[config.mk]
export PLATFORM = sky130hd
export DESIGN_NAME = fetch_stage
export DESIGN_NICKNAME = d
export VERILOG_FILES = /design/src/rtl/fetch_stage.sv
export SDC_FILE = /design/constraint.sdc
export NUM_CORES = 1
export LEC_CHECK = 0
export BUFFER_PORTS_ARGS = -buffer_cell sky130_fd_sc_hd__buf_2
export CAP_MARGIN = 20
export CORE_MARGIN = 1.5
export CORE_UTILIZATION = 30
export DETAILED_ROUTE_END_ITERATION = 10
export PLACE_DENSITY = 0.56
export SETUP_SLACK_MARGIN = 0.05
export SYNTH_ARGS = -nofsm -noshare
export SYNTH_HDL_FRONTEND = slang
export SYNTH_SLANG_ARGS = --single-unit
[constraint.sdc]
create_clock -name clk -period 3.1 [get_ports clk]
set_clock_uncertainty 0.15 [all_clocks]
set_input_delay 0.31 -clock clk [delete_from_list [all_inputs] [get_ports clk]]
set_output_delay 0.31 -clock clk [all_outputs]
set_load 0.1 [all_outputs]
[src/rtl/fetch_stage.sv]
// ============================================================================
// Module   : fetch_stage
// Purpose  : PC generation and IF/ID pipeline register for the MIPS datapath.
// Revision : 1.0  initial release
// ============================================================================
`default_nettype none

module fetch_stage #(
    parameter int                    DATA_WIDTH   = 32,
    parameter logic [DATA_WIDTH-1:0] RESET_PC     = 32'h0040_0000,
    parameter int                    MEMORY_DEPTH = 'h200
) (
    input  logic                  clk,
    input  logic                  reset,
    input  logic                  Stall_i,
    input  logic                  Flush_i,
    input  logic                  BranchTaken_i,
    input  logic [DATA_WIDTH-1:0] BranchTarget_i,
    input  logic                  Jump_i,
    input  logic [DATA_WIDTH-1:0] JumpTarget_i,
    input  logic                  JumpReg_i,
    input  logic [DATA_WIDTH-1:0] JumpRegTarget_i,
    input  logic [DATA_WIDTH-1:0] Instruction_i,
    output logic [DATA_WIDTH-1:0] PC_o,
    output logic [DATA_WIDTH-1:0] IF_ID_Instruction_o,
    output logic [DATA_WIDTH-1:0] IF_ID_PC4_o,
    output logic                  IF_ID_Valid_o,
    output logic                  AddressError_o
);

    localparam logic [DATA_WIDTH-1:0] c_nop     = '0;
    localparam logic [DATA_WIDTH-1:0] c_last_pc = RESET_PC
                                                + DATA_WIDTH'(4 * MEMORY_DEPTH)
                                                - DATA_WIDTH'(4);

    logic [DATA_WIDTH-1:0] r_pc;
    logic [DATA_WIDTH-1:0] r_instr;
    logic [DATA_WIDTH-1:0] r_pc4;
    logic                  r_valid;
    logic                  r_addr_err;

    logic [DATA_WIDTH-1:0] w_pc_plus4;
    logic [DATA_WIDTH-1:0] w_next_pc;
    logic                  w_redirect;
    logic                  w_pc_legal;
    logic                  w_next_legal;

    function automatic logic f_legal(input logic [DATA_WIDTH-1:0] a);
        return (a >= RESET_PC) && (a <= c_last_pc) && (a[1:0] == 2'b00);
    endfunction

    assign w_pc_plus4   = r_pc + DATA_WIDTH'(4);
    assign w_redirect   = JumpReg_i | Jump_i | BranchTaken_i;
    assign w_pc_legal   = f_legal(r_pc);
    assign w_next_legal = f_legal(w_next_pc);

    always_comb begin
        w_next_pc = w_pc_plus4;
        if (JumpReg_i)          w_next_pc = JumpRegTarget_i;
        else if (Jump_i)        w_next_pc = JumpTarget_i;
        else if (BranchTaken_i) w_next_pc = BranchTarget_i;
    end

    always_ff @(posedge clk) begin
        if (reset) begin
            r_pc       <= RESET_PC;
            r_instr    <= c_nop;
            r_pc4      <= '0;
            r_valid    <= 1'b0;
            r_addr_err <= 1'b0;
        end else begin
            // A redirect must reach the PC even while decode is stalled.
            if (w_redirect || !Stall_i) begin
                r_pc <= w_next_pc;
                if (!w_next_legal)
                    r_addr_err <= 1'b1;
            end

            if (Flush_i) begin
                r_instr <= c_nop;
                r_pc4   <= '0;
                r_valid <= 1'b0;
            end else if (Stall_i) begin
                r_instr <= r_instr;
            end else if (w_redirect || !w_pc_legal) begin
                // Wrong-path slot or a fetch from an illegal address becomes a bubble.
                r_instr <= c_nop;
                r_pc4   <= '0;
                r_valid <= 1'b0;
            end else begin
                r_instr <= Instruction_i;
                r_pc4   <= w_pc_plus4;
                r_valid <= 1'b1;
            end
        end
    end

    assign PC_o                = r_pc;
    assign IF_ID_Instruction_o = r_instr;
    assign IF_ID_PC4_o         = r_pc4;
    assign IF_ID_Valid_o       = r_valid;
    assign AddressError_o      = r_addr_err;

endmodule

`default_nettype wire

==> impl_metrics.tcl, run 1 <==
set metrics [dict create \
    yosysWarnings 0 \
    ant_nets 0 \
    grt_pass1_vias 4724 \
    whs_ps 23.9 \
    numCtsBuffers 9 \
    post_synth_instance_area_mm2 0.00480 \
    final_area_mm2 0.00647 \
    post-route-min-period_ps 2670 \
    synth-async-reset-ratio_pct 0 \
    cp.arrival_ps 2740 \
    yosys-top-cells-count "dfxtp_1 (98), nand2_1 (62), nor2_1 (43)" \
    cts_setup_buffers 0 \
    synth-edff-count 0 \
    synth_top_area_cell "dfxtp_1" \
    crit_chain "ha_1 -> nand4_1 -> or4_4 -> or3_1 -> a21oi_2 -> o221ai_1 -> nor4_1 -> a31oi_1" \
    ys_ff_latch 98 \
    rsz0062_at_grt "false" \
    drt-total-wl_um 17600 \
    htreeDepth 3 \
    cp-start-kind "flip-flop" \
    maxCapViolCount 0 \
    syn-num-nets 691 \
    crit_type "reg -> reg" \
    power_density_mw_per_mm2 479 \
    startpoint "PC_o[2]" \
    clk_path_buf_depth 2 \
    num_rows 46 \
    core_region_area_mm2 0.0158 \
    crit_fanout 7 \
    fp.dieH_um 129 \
    antenna_found_initial 0 \
    p_leak_nw 3.06 \
    synth-main-ff-cell "dfxtp_1" \
    ctsResizeCount 0 \
    drtPass1Iterations 5 \
    clock-sinks 98 \
    hold_depth 2 \
    io_buffers 232 \
    wl_per_cell_um 17.6 \
    die-area_mm2 0.0168 \
    hold_path.class "in -> reg" \
    vdd_drop_max_mv 0.278 \
    relSlewSlack_pct 58.3 \
    ys_top_cells_by_area "dfxtp_1 (41%), a22o_1 (7.1%), nand2_1 (4.8%), nor2_1 (3.4%), and3_1 (2.9%)" \
    endpoint_kind "flip-flop" \
    grt_max_degree 45 \
    clockRootBuffer "clkbuf_16" \
    route.detailed.drc 0 \
    synthCells 554 \
    layout-drive-gt1-share_pct 37.2 \
    postCtsHoldBufs 0 \
    clock_latency_ps 350 \
    yosysTopAreaCellShare_pct 40.9 \
    first_iter_violations 338 \
    r2r-start "PC_o[2]" \
    drv_slew 0 \
    grt_overflow 0 \
    nets 915 \
    hold_start "Instruction_i[17]" \
    dp_hpwl_um 13400 \
    placed_area_mm2 0.00620 \
    max_stage_delay_ps 490 \
    period_share_pct 86.0 \
    fin_setup_tns_ps 0 \
    io_pins 233 \
    synth_most_common_cell "dfxtp_1" \
    clk_pin_slew_ps 70 \
    start_util_pct 30.4 \
    syn-mean-instance-area_um2 8.66 \
    status "complete, no violations" \
    cp.required_ps 3180 \
    gp_congestion 0.922 \
    track_usage_pct 20.5 \
    syn2layout_area_growth_pct 34.8 \
    ys_seq_area_share_pct 40.9 \
    cts_tree "built" \
    synth.distinct_cells 61 \
    grt_pass1_wl_um 26200 \
    fmax_mhz 375 \
    hold_viol 0 \
    setup_viol 0 \
    crit_slowest_cell "or4_4" \
    chipWidth_um 129 \
    via_count 5120 \
    diodes 0 \
    max_slew.worst_pin.slew_ps 625 \
    r2r_cells 8 \
    via_per_inst 5.13 \
]
[worst max-delay path: cells and delay by family (launching register included)]
family	cells	cell delay, ps
simple gates	4	1330
compound gates	3	420
flops	1	400
fa+ha+maj	1	240
[layout make-up]
| class | instances | area (um^2) |
|---|---|---|
| sequential | 98 | 1970 |
| multi-input combinational | 400 | 2560 |
| clock inverter | 4 | 26.3 |
| tap | 216 | 270 |
| fill | 1661 | 9300 |
| timing repair buffer | 255 | 1350 |
| inverter | 14 | 52.6 |
| clock buffer | 12 | 246 |
[state kept, by name, indices dropped and copies added, names as in the netlist]
register             count
AddressError_o           1
IF_ID_Instruction_o     32
IF_ID_PC4_o             32
IF_ID_Valid_o            1
PC_o                    32
[path summary, 6_finish.rpt]
kind         slack (ps)                 endpoint
max                 430           AddressError_o
min                  20  IF_ID_Instruction_o[17]
max reg2reg         430           AddressError_o
min reg2reg         290          IF_ID_PC4_o[22]
[placed cells by master, fill, tap and decap left out, types with 3 or more instances in the layout]
master / synthesis / routed
a211o_1: 3 / 3
a211oi_1: 11 / 11
a21oi_1: 27 / 27
a221o_1: 6 / 6
a22o_1: 39 / 39
a22oi_1: 6 / 6
a31oi_1: 7 / 7
and3_1: 22 / 22
buf_2: 1 / 232
buf_4: 2 / 22
clkbuf_16: 0 / 9
dfxtp_1: 98 / 91
dfxtp_2: 0 / 7
inv_1: 12 / 12
mux2i_1: 12 / 12
nand2_1: 62 / 62
nand2b_1: 3 / 3
nand3_1: 14 / 14
nand4_1: 7 / 7
nor2_1: 43 / 42
nor3_1: 15 / 15
nor4_1: 14 / 14
nor4b_1: 3 / 3
o211ai_1: 17 / 17
o21ai_0: 18 / 18
o221ai_1: 5 / 5
o22ai_1: 5 / 5
o31ai_1: 4 / 4
or3_1: 5 / 5
xnor2_1: 11 / 11
xor2_1: 8 / 8
[cells by family (layout without fill, tap and decap cells)]
group	after synthesis	in the layout	synth area share, %
DFF	98	98	40.9
buffers and inverters	56	285	5.92
AOI/OAI and AO/OA	165	165	25.3
muxes	12	12	2.50
xor gates and xnor gates	19	19	3.47
and+or+nand+nor	202	202	21.4
adders and majority gates	2	2	0.521
[routing by layer]
metal	up-vias	GRT usage (%)	routed length [um]
met1	2341	26.7	7950
met2	240	33.1	7890
li1	2516	-	-
met4	0	7.52	320
met3	23	4.83	1460
met5	-	0	0
[report_power, final]
part           leakage [nW]  internal, W  switching, W
Clock                 0.133     0.000567      0.000494
Combinational          2.13     0.000199      0.000493
Sequential            0.800      0.00130     0.0000532
Total                  3.06      0.00206       0.00104
[metrics by stage]
step	setup slack, ps	total power, W	util, %	instances
2_1_floorplan	67.1	0.00185	-	554
6_report	435	0.00310	41.0	999
5_1_grt	150	0.00324	41.0	999
4_1_cts	421	0.00313	41.0	999
3_5_place_dp	434	0.00207	39.3	983
3_3_place_gp	460	0.00207	39.3	983
(Power assumes the default switching activity.)
==> run 2: changes to the inputs <==
- ABC_AREA: not set -> 1
- HOLD_SLACK_MARGIN: not set -> 0.03
- PLACE_DENSITY: 0.56 -> 0.55
==> impl_metrics.tcl, run 2 <==
set metrics [dict create \
    status "complete, no violations" \
    nets 1177 \
    syn2layout_area_growth_pct 30.4 \
    io_buffers 232 \
    crit_type "reg -> reg" \
    endpoint_kind "flip-flop" \
    cp.arrival_ps 2560 \
    use_met3_pct 4.25 \
    reg2reg_slack_ps 630 \
    core_region_area_mm2 0.0173 \
    fin_setup_tns_ps 0 \
    syn-num-nets 964 \
    vdd_drop_max_mv 0.258 \
    drtPass1Iterations 5 \
    grt_pass1_vias 5544 \
    relSlewSlack_pct 44.6 \
    r2r_end "AddressError_o" \
    crit_fanout 6 \
    numCtsBuffers 9 \
    clock-sinks 98 \
    diodes 0 \
    crit_slowest_cell "dfxtp_1" \
    cts_tree "built" \
    drv_slew 0 \
    via_per_inst 4.73 \
    rsz0062_at_grt "false" \
    power_density_mw_per_mm2 463 \
    layout_common_cells "buf_2 (232), nand2_1 (160), nor2_1 (114), inv_1 (100), dfxtp_1 (98)" \
    crit_chain "ha_1 -> nand3_1 -> nor2_2 -> nand3_1 -> nand2_1 -> nand3_1 -> nand2_1 -> nand2_1 -> nand2_1 -> nand2_1 -> inv_1 -> nand3_1 -> nor2_1 -> nand3_1 -> nand2_1 -> a21oi_1" \
    grt_pass1_wl_um 29800 \
    yosysTopAreaCellShare_pct 36.8 \
    route.detailed.drc 0 \
    clk_path_buf_depth 2 \
    syn-mean-instance-area_um2 6.44 \
    grt_overflow 0 \
    power_w 0.00322 \
    htreeDepth 3 \
    grt_max_degree 45 \
    track_usage_pct 21.1 \
    fin_util_pct 40.2 \
    synth-edff-count 0 \
    max_stage_delay_ps 430 \
    maxCapViolCount 0 \
    synth.distinct_cells 35 \
    fmax_mhz 405 \
    met2_usage_pct 35.8 \
    dp_hpwl_um 15400 \
    met1_usage_pct 27.1 \
    clockRootBuffer "clkbuf_16" \
    hold_viol 0 \
    final_area_mm2 0.00695 \
    wl_per_cell_um 15.6 \
    drt-total-wl_um 19900 \
    ys_seq_area_share_pct 36.8 \
    ys_top_cells_by_area "dfxtp_1 (37%), nand2_1 (11%), nand3_1 (8.7%), nor2_1 (8.1%), o21ai_0 (7.3%)" \
    cts_setup_buffers 0 \
    crit_top_cell "nand2_1" \
    postCtsHoldBufs 0 \
    clk_pin_slew_ps 80 \
    p_leak_nw 3.37 \
    first_iter_violations 309 \
    via_count 6010 \
    dp_slack_ps 652 \
    ant_nets 0 \
    yosysWarnings 0 \
    gp_congestion 0.932 \
    chipWidth_um 136 \
    cp.required_ps 3190 \
    cp-start-kind "flip-flop" \
    ctsResizeCount 0 \
    post_synth_instance_area_mm2 0.00533 \
    clock_latency_ps 360 \
    synth-async-reset-ratio_pct 0 \
    layout-drive-gt1-share_pct 28.0 \
    yosys-top-cells-count "nand2_1 (160), nor2_1 (115), inv_1 (100)" \
    cp-endpoint "AddressError_o" \
    max_slew.worst_pin.slew_ps 829 \
    num_rows 48 \
    fp.dieH_um 136 \
    startpoint "PC_o[3]" \
    fin_ws_ps 634 \
    io_pins 233 \
    die-area_mm2 0.0186 \
    synth-main-ff-cell "dfxtp_1" \
    layout_commonest_cell "buf_2" \
    synth_top_area_cell "dfxtp_1" \
    ys_ff_latch 98 \
    hold_depth 3 \
    placed_area_mm2 0.00665 \
    r2r-start "PC_o[3]" \
    antenna_found_initial 0 \
    grt-busiest-layer "met2" \
    setup_viol 0 \
    hold_path.class "in -> reg" \
    r2r_cells 16 \
    start_util_pct 30.8 \
    period_share_pct 79.6 \
    synthCells 827 \
    synth_most_common_cell "nand2_1" \
    num-fill-cells 1933 \
    post-route-min-period_ps 2470 \
]
## run 2: changes by cell type after synthesis, moves of 22 or more
cell and delta:
a21oi_1 +31, a22o_1 -39, and3_1 -22, inv_1 +88, nand2_1 +98, nand3_1 +79, nor2_1 +72, o21ai_0 +60
## run 2: area by class of cell
cell class	instances	area, um^2	share of cell area, %
multi-input cells	582	2750	39.5
flip-flops and latches	98	1960	28.2
well taps	225	282	4.05
inverters	102	383	5.51
clock inverters	7	76.3	1.10
clock buffers	9	225	3.24
repair buffers	247	1270	18.3
## run 2: critical path: cells and delay by family (launching register included)
family                   cells  cell delay, ps
AND/OR/NAND/NOR             13            1370
flip-flops                   1             430
adder cells (fa/ha/maj)      1             300
buffers and inverters        1              50
AO/OA/AOI/OAI                1              50
## run 2: how the worst min path moves through the flow
| stage | start | end | slack, ps |
|---|---|---|---|
| floorplan | Instruction_i[0] | IF_ID_Instruction_o[0] | 310 |
| global placement | IF_ID_PC4_o[20] | IF_ID_PC4_o[20] | 260 |
| detailed placement | IF_ID_PC4_o[12] | IF_ID_PC4_o[12] | 260 |
| CTS | Instruction_i[30] | IF_ID_Instruction_o[30] | 40 |
| global route | Instruction_i[3] | IF_ID_Instruction_o[3] | 50 |
| finish | Instruction_i[27] | IF_ID_Instruction_o[27] | 50 |
## run 2: through the flow
step / hold WS, ps / cells
3_5_place_dp: 264 / 1254
2_1_floorplan: 309 / 827
5_1_grt: 51.3 / 1270
4_1_cts: 39.8 / 1270
3_3_place_gp: 261 / 1254
6_report: 48.7 / 1270
## run 2: cells by family (layout without fill, tap and decap cells)
kind of cell / count (synthesis) / in the layout / synth area share (%)
xor+xnor: 6 / 6 / 0.986
flops: 98 / 98 / 36.8
buf+inv: 147 / 365 / 11.8
simple gates: 416 / 416 / 34.1
compound gates: 158 / 158 / 15.8
fa+ha+maj: 2 / 2 / 0.470
## run 2: power by group
group,switching (W),internal (W)
clock network,0.000569,0.000575
registers,0.0000613,0.00129
logic,0.000527,0.000191
## run 2: metal layers
| layer | vias up | wire length [um] | part of all wire (%) |
|---|---|---|---|
| met1 | 2658 | 8910 | 45 |
| met5 | - | 0 | 0 |
| met3 | 22 | 1420 | 7.2 |
| li1 | 3108 | - | - |
| met2 | 222 | 9180 | 46 |
| met4 | 0 | 341 | 1.7 |
==> run 3: changes to the inputs <==
- clock period: 3.1 -> 2.5 ns (I/O delays scaled with it)
==> impl_metrics.tcl, run 3 (synthesis results as in run 2) <==
set metrics [dict create \
    syn2layout_area_growth_pct 40.5 \
    antenna_found_initial 1 \
    dp_slack_ps 104 \
    drt-total-wl_um 20700 \
    via_per_inst 4.73 \
    r2r_cells 16 \
    power_w 0.00425 \
    grt_overflow 0 \
    hold_depth 3 \
    layout_common_cells "buf_2 (232), nand2_1 (160), nor2_1 (113), inv_1 (100), nand3_1 (93)" \
    gp_congestion 0.985 \
    cp.required_ps 2590 \
    power_density_mw_per_mm2 567 \
    route.detailed.drc 0 \
    hold_viol 0 \
    clock_latency_ps 350 \
    rsz0062_at_grt "false" \
    multiInputGateArea_mm2 0.00276 \
    fp.dieH_um 136 \
    crit_type "reg -> reg" \
    cts_setup_buffers 0 \
    nets 1224 \
    htreeDepth 3 \
    track_usage_pct 22.0 \
    clk_path_buf_depth 2 \
    p_leak_nw 3.60 \
    fin_ws_ps 216 \
    drv_slew 0 \
    wl_per_cell_um 15.7 \
    layout_commonest_cell "buf_2" \
    layout-drive-gt1-share_pct 30.7 \
    maxCapViolCount 0 \
    num_rows 48 \
    regArea_mm2 0.00199 \
    io_buffers 232 \
    clockRootBuffer "clkbuf_16" \
    chipWidth_um 136 \
    endpoint_kind "flip-flop" \
    max_slew.worst_pin.slew_ps 668 \
    numCtsBuffers 9 \
    status "complete, no violations" \
    first_iter_violations 356 \
    fmax_mhz 438 \
    vdd_drop_max_mv 0.296 \
    relSlewSlack_pct 55.3 \
    drtPass1Iterations 5 \
    hold_path.class "in -> reg" \
    period_share_pct 91.4 \
    clock-sinks 98 \
    grt_max_degree 46 \
    num-fill-cells 1887 \
    post-route-min-period_ps 2280 \
    cp-start-kind "flip-flop" \
    crit_fanout 7 \
    setup_viol 0 \
    io_pins 233 \
    clk_pin_slew_ps 70 \
    dp_hpwl_um 15800 \
    fin_setup_tns_ps 0 \
    ant_nets 0 \
    grt_pass1_vias 5882 \
    via_count 6237 \
    grt_pass1_wl_um 31300 \
    die-area_mm2 0.0186 \
    cp.arrival_ps 2380 \
    start_util_pct 30.8 \
    cts_tree "built" \
    core_region_area_mm2 0.0173 \
]
-- run 3: cell count changes in the layout (fill, tap and decap cells not counted), moves of 2 or more --
cell | before | now
dlygate4sd3_1 | 0 | 33
dfxtp_1 | 98 | 72
bufinv_16 | 0 | 2
buf_4 | 15 | 28
inv_8 | 3 | 1
dfxtp_2 | 0 | 26
clkinv_4 | 2 | 0
-- run 3: area by class of cell --
| cell class | count | share of cell area, % |
|---|---|---|
| Multi-Input combinational cell | 582 | 36.9 |
| Sequential cell | 98 | 26.6 |
| Timing Repair Buffer | 294 | 23.0 |
| Inverter | 102 | 5.11 |
| Tap cell | 225 | 3.76 |
| Clock buffer | 10 | 3.19 |
| Clock inverter | 6 | 1.40 |
| Antenna cell | 1 | 0.0334 |
-- run 3: report_power, final --
| group | switching [W] | leakage [nW] | internal [W] |
|---|---|---|---|
| Clock | 0.000681 | 0.168 | 0.000929 |
| Combinational | 0.000667 | 2.63 | 0.000282 |
| Sequential | 0.0000779 | 0.805 | 0.00161 |
-- run 3: per-stage QoR --
stage	instance area, um^2	std cells	util (%)	hold WS (ps)
finish	7490	1318	43.3	42.2
detailed placement	6800	1268	39.3	264
floorplan	5360	827	-	249
CTS	7470	1317	43.2	34.1
global placement	6800	1268	39.3	261
global route	7490	1318	43.3	31.9
-- run 3: worst max-delay path, cell delays in order, from the launching register on --
cell and delay [ps]:
dfxtp_2 390, ha_4 190, inv_1 70, nor2_4 180, nand3_1 120, nand2_1 100
nand3_1 110, nand2_1 90, nand2_1 50, nand2_1 80, nand3_1 140, nor2_1 150
nand2_1 60, nor2_1 100, nand3_1 80, nand2_1 60, a21oi_1 50
-- run 3: metal layers --
layer  wire length (um)  vias to the layer above  global-route usage, %
met4                327                        0                   5.97
met3               1400                       21                   4.59
li1                   -                     3197                      -
met1               9020                     2801                   26.9
met5                  0                        -                      0
met2               9920                      218                   39.0
-- run 3: path summary, 6_finish.rpt --
kind	startpoint	end	slack, ps
max reg2reg	PC_o[3]	AddressError_o	220
min	Instruction_i[29]	IF_ID_Instruction_o[29]	40
max	PC_o[3]	AddressError_o	220
min reg2reg	IF_ID_PC4_o[21]	IF_ID_PC4_o[21]	270
-- run 3: timing repair --
item / in CTS / in global routing
hold endpoints to repair: 33 / 0
gates resized for setup: 0 / 3
setup endpoints to repair: 0 / 1
hold buffers: 33 / 0
